## config.mk

```make
export PLATFORM = sky130hd
export DESIGN_NAME = alu_muldiv_flat
export DESIGN_NICKNAME = d
export VERILOG_FILES = /design/src/rtl/alu_muldiv_if.sv /design/src/rtl/alu_muldiv.sv /design/src/flat_wrapper.sv
export SDC_FILE = /design/constraint.sdc
export NUM_CORES = 1
export LEC_CHECK = 0
export BUFFER_PORTS_ARGS = -buffer_cell sky130_fd_sc_hd__clkbuf_2
export CAP_MARGIN = 15
export CORE_MARGIN = 2
export CORE_UTILIZATION = 55
export CTS_BUF_LIST = sky130_fd_sc_hd__clkbuf_4 sky130_fd_sc_hd__clkbuf_8
export CTS_CLUSTER_DIAMETER = 60
export DETAILED_ROUTE_END_ITERATION = 8
export PLACE_DENSITY = 0.77
export SYNTH_ARGS = -nofsm -noshare
export SYNTH_HDL_FRONTEND = slang
export SYNTH_SLANG_ARGS = --single-unit
```

## constraint.sdc

```tcl
create_clock -name iClk -period 7.7 [get_ports iClk]
set_clock_uncertainty 0.05 [all_clocks]
set_input_delay 0.385 -clock iClk [delete_from_list [all_inputs] [get_ports iClk]]
set_output_delay 0.385 -clock iClk [all_outputs]
set_load 0.02 [all_outputs]
```

## src/rtl/alu_muldiv_if.sv

```systemverilog
// Start/busy/done bus between the execute stage and the multiply/divide unit.
// The execute stage drives operands; the unit returns the HI/LO pair.
interface alu_muldiv_if #(
    parameter int WIDTH = 32
);
    logic             iStart;
    logic             iOp;
    logic             iSign;
    logic [WIDTH-1:0] iA;
    logic [WIDTH-1:0] iB;
    logic             oBusy;
    logic             oDone;
    logic [WIDTH-1:0] oHi;
    logic [WIDTH-1:0] oLo;
    logic             oDivZero;

    modport master (
        output iStart, iOp, iSign, iA, iB,
        input  oBusy, oDone, oHi, oLo, oDivZero
    );

    modport slave (
        input  iStart, iOp, iSign, iA, iB,
        output oBusy, oDone, oHi, oLo, oDivZero
    );
endinterface

```

## src/rtl/alu_muldiv.sv

```systemverilog
// Multi-cycle MULT/MULTU/DIV/DIVU unit, one bit per cycle, HI/LO result.
// Works on operand magnitudes and applies sign correction in a final cycle.
module alu_muldiv #(
    parameter int WIDTH = 32,
    parameter int CNT_W = $clog2(WIDTH) + 1
) (
    input  logic iClk,
    input  logic iReset,
    alu_muldiv_if.slave bus
);
    typedef enum logic [1:0] {
        IDLE,
        CALC,
        FIX,
        DONE
    } state_t;

    state_t state;
    state_t stateNext;

    logic [CNT_W-1:0] cnt;
    logic [WIDTH-1:0] accHi;
    logic [WIDTH-1:0] accLo;
    logic [WIDTH-1:0] opB;
    logic [WIDTH-1:0] resHi;
    logic [WIDTH-1:0] resLo;
    logic             isDiv;
    logic             negRes;
    logic             negRem;
    logic             bZero;
    logic             divZero;

    logic             accept;
    logic [WIDTH-1:0] magA;
    logic [WIDTH-1:0] magB;
    logic [WIDTH:0]   mulSum;
    logic [WIDTH:0]   remShift;
    logic [WIDTH-1:0] remDiff;
    logic             remGe;
    logic [2*WIDTH-1:0] prod;
    logic [WIDTH-1:0] fixHi;
    logic [WIDTH-1:0] fixLo;

    assign accept = bus.iStart && (state == IDLE || state == DONE);

    assign magA = (bus.iSign && bus.iA[WIDTH-1]) ? -bus.iA : bus.iA;
    assign magB = (bus.iSign && bus.iB[WIDTH-1]) ? -bus.iB : bus.iB;

    // Multiply: add multiplicand when the current multiplier bit is set,
    // then shift the whole 2*WIDTH accumulator right with the carry.
    assign mulSum = {1'b0, accHi} + (accLo[0] ? {1'b0, opB} : '0);

    // Divide: shift the next dividend bit into the partial remainder.
    assign remShift = {accHi, accLo[WIDTH-1]};
    assign remGe    = remShift >= {1'b0, opB};
    assign remDiff  = remShift[WIDTH-1:0] - opB;

    assign prod = negRes ? -{accHi, accLo} : {accHi, accLo};

    always_comb begin
        fixHi = prod[2*WIDTH-1:WIDTH];
        fixLo = prod[WIDTH-1:0];
        if (isDiv) begin
            fixLo = negRes ? -accLo : accLo;
            // Zero divisor leaves |A| in the remainder, so this restores A.
            fixHi = negRem ? -accHi : accHi;
            if (bZero) begin
                fixLo = '1;
            end
        end
    end

    always_comb begin
        stateNext = state;
        unique case (state)
            IDLE: if (accept) stateNext = CALC;
            CALC: if (cnt == '0) stateNext = FIX;
            FIX:  stateNext = DONE;
            DONE: stateNext = accept ? CALC : IDLE;
            default: stateNext = IDLE;
        endcase
    end

    always_ff @(posedge iClk) begin
        if (iReset) begin
            state <= IDLE;
        end else begin
            state <= stateNext;
        end
    end

    always_ff @(posedge iClk) begin
        if (iReset) begin
            cnt     <= '0;
            accHi   <= '0;
            accLo   <= '0;
            opB     <= '0;
            resHi   <= '0;
            resLo   <= '0;
            isDiv   <= 1'b0;
            negRes  <= 1'b0;
            negRem  <= 1'b0;
            bZero   <= 1'b0;
            divZero <= 1'b0;
        end else if (accept) begin
            cnt     <= CNT_W'(WIDTH - 1);
            accHi   <= '0;
            accLo   <= magA;
            opB     <= magB;
            isDiv   <= bus.iOp;
            negRes  <= bus.iSign & (bus.iA[WIDTH-1] ^ bus.iB[WIDTH-1]);
            negRem  <= bus.iSign & bus.iA[WIDTH-1];
            bZero   <= (bus.iB == '0);
            divZero <= 1'b0;
        end else if (state == CALC) begin
            cnt <= cnt - 1'b1;
            if (isDiv) begin
                accHi <= remGe ? remDiff : remShift[WIDTH-1:0];
                accLo <= {accLo[WIDTH-2:0], remGe};
            end else begin
                accHi <= mulSum[WIDTH:1];
                accLo <= {mulSum[0], accLo[WIDTH-1:1]};
            end
        end else if (state == FIX) begin
            resHi   <= fixHi;
            resLo   <= fixLo;
            divZero <= isDiv & bZero;
        end
    end

    assign bus.oBusy    = (state == CALC) || (state == FIX);
    assign bus.oDone    = (state == DONE);
    assign bus.oHi      = resHi;
    assign bus.oLo      = resLo;
    assign bus.oDivZero = divZero;
endmodule

```

## src/flat_wrapper.sv

```systemverilog
// flat-port wrapper written by rule: the top's interface ports become plain ports
module alu_muldiv_flat 
#(
    parameter int WIDTH = 32,
    parameter int CNT_W = $clog2(WIDTH) + 1
)
  (iClk, iReset, bus_iStart, bus_iOp, bus_iSign, bus_iA, bus_iB, bus_oBusy, bus_oDone, bus_oHi, bus_oLo, bus_oDivZero);
  alu_muldiv_if #(.WIDTH(WIDTH)) bus_i ();
  input  logic iClk;
  input  logic iReset;
  input wire logic [$bits(bus_i.iStart)-1:0] bus_iStart;
  input wire logic [$bits(bus_i.iOp)-1:0] bus_iOp;
  input wire logic [$bits(bus_i.iSign)-1:0] bus_iSign;
  input wire logic [$bits(bus_i.iA)-1:0] bus_iA;
  input wire logic [$bits(bus_i.iB)-1:0] bus_iB;
  output wire logic [$bits(bus_i.oBusy)-1:0] bus_oBusy;
  output wire logic [$bits(bus_i.oDone)-1:0] bus_oDone;
  output wire logic [$bits(bus_i.oHi)-1:0] bus_oHi;
  output wire logic [$bits(bus_i.oLo)-1:0] bus_oLo;
  output wire logic [$bits(bus_i.oDivZero)-1:0] bus_oDivZero;
  assign bus_i.iStart = bus_iStart;
  assign bus_i.iOp = bus_iOp;
  assign bus_i.iSign = bus_iSign;
  assign bus_i.iA = bus_iA;
  assign bus_i.iB = bus_iB;
  assign bus_oBusy = bus_i.oBusy;
  assign bus_oDone = bus_i.oDone;
  assign bus_oHi = bus_i.oHi;
  assign bus_oLo = bus_i.oLo;
  assign bus_oDivZero = bus_i.oDivZero;
  alu_muldiv #(.WIDTH(WIDTH), .CNT_W(CNT_W)) u_core (.iClk(iClk), .iReset(iReset), .bus(bus_i));
endmodule
```

==> impl_metrics.csv <==
group,metric,value,unit
clock_tree,path_clk_slew,110,ps
timing,max-slew-margin-rel,0.3097,
clock_tree,cts_htree_levels,4,
route,wl_per_cell,20.03,um
worst_setup_path,reg2regPathDepth,11,
synth,syn_area_per_cell,7.695,um2
floorplan,floorplan.initialDensity,0.5598,
synth,yosys.area_share.simple,0.1826,
floorplan,chipWidth,161.1,um
worst_setup_path,path_cells,"ha_1, a21oi_1, o21bai_1, o211a_1, a211oi_1, o211ai_1, a21oi_2, buf_4, and2_0, a221oi_1, a221oi_1",
global_route,grt_max_degree,88,
worst_setup_path,arrival,4600,ps
final_layout,multi_input_area,9407,um2
worst_setup_path,crit_type,"flip-flop to flip-flop",
worst_setup_path,crit_slowest_cell,"and2_0",
worst_setup_path,path_common_cell,"a221oi_1",
synth,synth_fp_nets,1909,
timing,timing.final.crit_share,0.5535,
hold_path,hold_start,"bus_iOp",
timing,setup_ws,3438,ps
synth,synthAdderAreaFrac,0.07116,
hold_path,hold_depth,3,
power,vdd_ir_drop_max,0.0004566,V
clock_tree,root_buffer,"clkbuf_8",
synth,synth_xor_area_frac,0.1116,
global_route,grt_antenna_before_repair,0,
global_route,grt_pass1_wl,68.80,mm
final_layout,regArea,3467,um2
placed_design,io_buffers,135,
route,drc_errors,0,
clock_tree,clkLatencyLatePin,480,ps
synth,synthArstFlopShare,0,
route,first_iter_violations,1475,
timing,period_needed,4262,ps
worst_setup_path,critical_path_buf_inv_count,1,
global_route,grtUsageTotal,0.3302,
synth,ys.flop_type,"dfxtp_1",
final_layout,areaGrowthSynthToFinish,8.628,%
synth,synth_mux_area_frac,0.03549,
placed_design,place_hpwl,32.15,mm
floorplan,rows,57,
floorplan,dieArea,25950,um2
route,drt_first_pass_iters,7,
route,wl,43.03,mm
clock_tree,post_cts_buffers,0,
synth,ys_ff_latch,173,
synth,synth_top_family_by_area,"compound AO/OA/AOI/OAI gates",
clock_tree,tritoncts,"built",
global_route,grt_overflow,0,
worst_setup_path,reg2reg_slack,3440,ps
worst_setup_path,critPathTopFamily,"compound AO/OA/AOI/OAI gates",
synth,yosysWarnings,0,
final_layout,final_util,0.6081,
placed_design,dp_slack,3560,ps
worst_setup_path,cp.required,8040,ps
job,drv_cap,0,
timing,rsz0062_at_grt,"no",
floorplan,io_pins,136,
worst_setup_path,cp_max_fo,22,
worst_setup_path,worstReg2RegEnd,"u_core.accHi[15]$_SDFFE_PP0P_",
worst_setup_path,cp-start-kind,"flip-flop",
timing,hold_viol_final,0,
timing,hold_ws,70.29,ps
timing,setup-violations-final,0,
clock_tree,clockBufferDepth,2,
clock_tree,cts_hold_buf,0,
synth,synth-seq-area-share,0.2551,
timing,slew_viol_final,0,
synth,synth_edf_count,0,
timing,tightestPinTransition,1032,ps
worst_setup_path,max_stage_delay,800,ps
floorplan,die_h,161.1,um
power,power_density,413.4,nW/um2
route,ant_nets,0,
route,via_per_inst,6.337,
worst_setup_path,endpoint_kind,"flip-flop",
synth,synth_compound_area_frac,0.2908,
clock_tree,cts.sink_count,173,
timing,final.setup.tns,0,ps
placed_design,routabilityCongestion,0.9438,
clock_tree,cts_made_buffers,17,
worst_setup_path,worstReg2RegStart,"u_core.accHi[5]$_SDFFE_PP0P_",
final_layout,antenna_cells,0,
route,vias,13612,
synth,syn_inst,1764,
final_layout,nets,1956,
hold_path,whs_endpoint,"u_core.isDiv$_SDFFE_PP0P_",
worst_setup_path,startpoint,"u_core.accHi[5]$_SDFFE_PP0P_",
global_route,grt_pass1_vias,12684,
clock_tree,post_cts_resized,0,
hold_path,hold_class,"primary input to flip-flop",
run_status,status,"complete, no violations",
final_layout,nFillCells,2330,
final_layout,drive_above_1_share,0.1179,
power,p_leak,5.859,nW
synth,synth_area,13570,um2
timing,max_freq,234.7,MHz
floorplan,core_area,24250,um2
synth,synth.distinct_cells,83,
registers in the layout, summed over array words and instances, names as in the netlist:
signal               count
u_core.bus.oHi          32
u_core.bus.oDivZero      1
u_core.negRes            1
u_core.cnt               6
u_core.bZero             1
u_core.accHi            32
u_core.negRem            1
u_core.accLo            32
u_core.isDiv             1
u_core.state             2
u_core.opB              32
u_core.bus.oLo          32
worst register-to-register path, stage by stage, from the launching register on:
cell      delay (ps)
dfxtp_1          520
ha_1             360
a21oi_1          170
o21bai_1         120
o211a_1          260
a211oi_1         530
o211ai_1         350
a21oi_2          200
buf_4            300
and2_0           820
a221oi_1         230
a221oi_1         290
cell usage in the layout, fill, tap and decap left out, types with 16 or more instances in the layout:
master | Yosys | final
a211oi_1 | 125 | 125
o21ai_0 | 111 | 111
ha_1 | 74 | 73
nand2_1 | 109 | 109
a221oi_1 | 18 | 18
dfxtp_1 | 173 | 172
nand3_1 | 22 | 22
nand2b_1 | 17 | 17
xor2_1 | 85 | 85
inv_1 | 66 | 65
o22ai_1 | 20 | 20
a21o_1 | 32 | 32
a21oi_1 | 123 | 122
xnor2_1 | 88 | 88
or3_1 | 16 | 16
nor4_1 | 17 | 17
mux2i_1 | 47 | 47
o31ai_1 | 21 | 21
clkbuf_8 | 0 | 17
nor2_1 | 221 | 220
buf_4 | 0 | 16
a31oi_1 | 22 | 22
nor3_1 | 33 | 33
clkbuf_2 | 1 | 134
area by class of cell:
cell class,count,area share
clock inverters,15,0.01315
well taps,324,0.02749
clock buffers,17,0.01587
flip-flops and latches,173,0.2351
multi-input cells,1403,0.6379
repair buffers,150,0.05363
inverters,66,0.01680
routing by layer:
| metal | up-vias | share of wire | track usage | wire length [um] |
|---|---|---|---|---|
| li1 | 6585 | - | - | - |
| met1 | 6368 | 0.45 | 0.4545 | 19170 |
| met2 | 547 | 0.43 | 0.5006 | 18500 |
| met3 | 112 | 0.080 | 0.07062 | 3456 |
| met4 | 0 | 0.044 | 0.1404 | 1905 |
| met5 | - | 0 | 0 | 0 |
how the worst max path moves through the flow:
stage	slack, ps	endpoint	depth (start not counted)
after detailed placement	3560	u_core.accHi[25]$_SDFFE_PP0P_	13
after CTS	3520	u_core.accHi[25]$_SDFFE_PP0P_	13
after floorplan	4530	u_core.accHi[17]$_SDFFE_PP0P_	13
after global routing	3130	u_core.accHi[15]$_SDFFE_PP0P_	11
after global placement	3720	u_core.accHi[25]$_SDFFE_PP0P_	13
final	3440	u_core.accHi[15]$_SDFFE_PP0P_	11
power breakdown:
part | internal, mW | switching [mW]
Clock | 0.306 | 0.404
Sequential | 1.18 | 0.422
Combinational | 1.40 | 2.38
Total | 2.89 | 3.21
cell families after synthesis:
logic type                 count (synthesis)
and+or+nand+nor                          516
AOI/OAI and AO/OA                        590
xor gates and xnor gates                 173
DFF                                      173
adders and majority gates                 76
buffers and inverters                    188
muxes                                     48
cell usage after synthesis (all sizes together) (6+ instances only):
library cell	instances	area, um2
a2111oi	6	52.55
a211oi	126	950.9
a21boi	6	45.05
a21o	32	240.2
a21oi	123	615.6
a221oi	18	157.7
a311oi	9	78.83
a31oi	22	137.6
and2	9	56.31
and3	9	56.30
buf	19	86.33
clkbuf	103	387.9
dfxtp	173	3463
ha	74	925.9
inv	66	247.7
mux2i	47	470.5
nand2	109	409.1
nand2b	17	106.4
nand3	22	110.1
nand4	17	127.6
nor2	221	829.6
nor2b	9	56.30
nor3	33	165.2
nor4	21	182.7
o211ai	14	105.1
o21a	11	82.58
o21ai	113	565.5
o21bai	10	75.07
o221ai	7	61.31
o22ai	20	125.1
o31ai	21	157.7
o41ai	15	146.4
or3	18	122.6
or4	13	108.9
xnor2	88	770.7
xor2	85	744.5
per-stage QoR:
stage	area (um2)	cells	total power, mW
finish	14750	2148	6.096
global route	14750	2148	6.516
CTS	14750	2148	6.016
floorplan	13570	1764	4.270
detailed placement	14320	2116	5.306
global placement	14320	2116	5.266
Note: power is estimated with default switching activity, not from simulation.
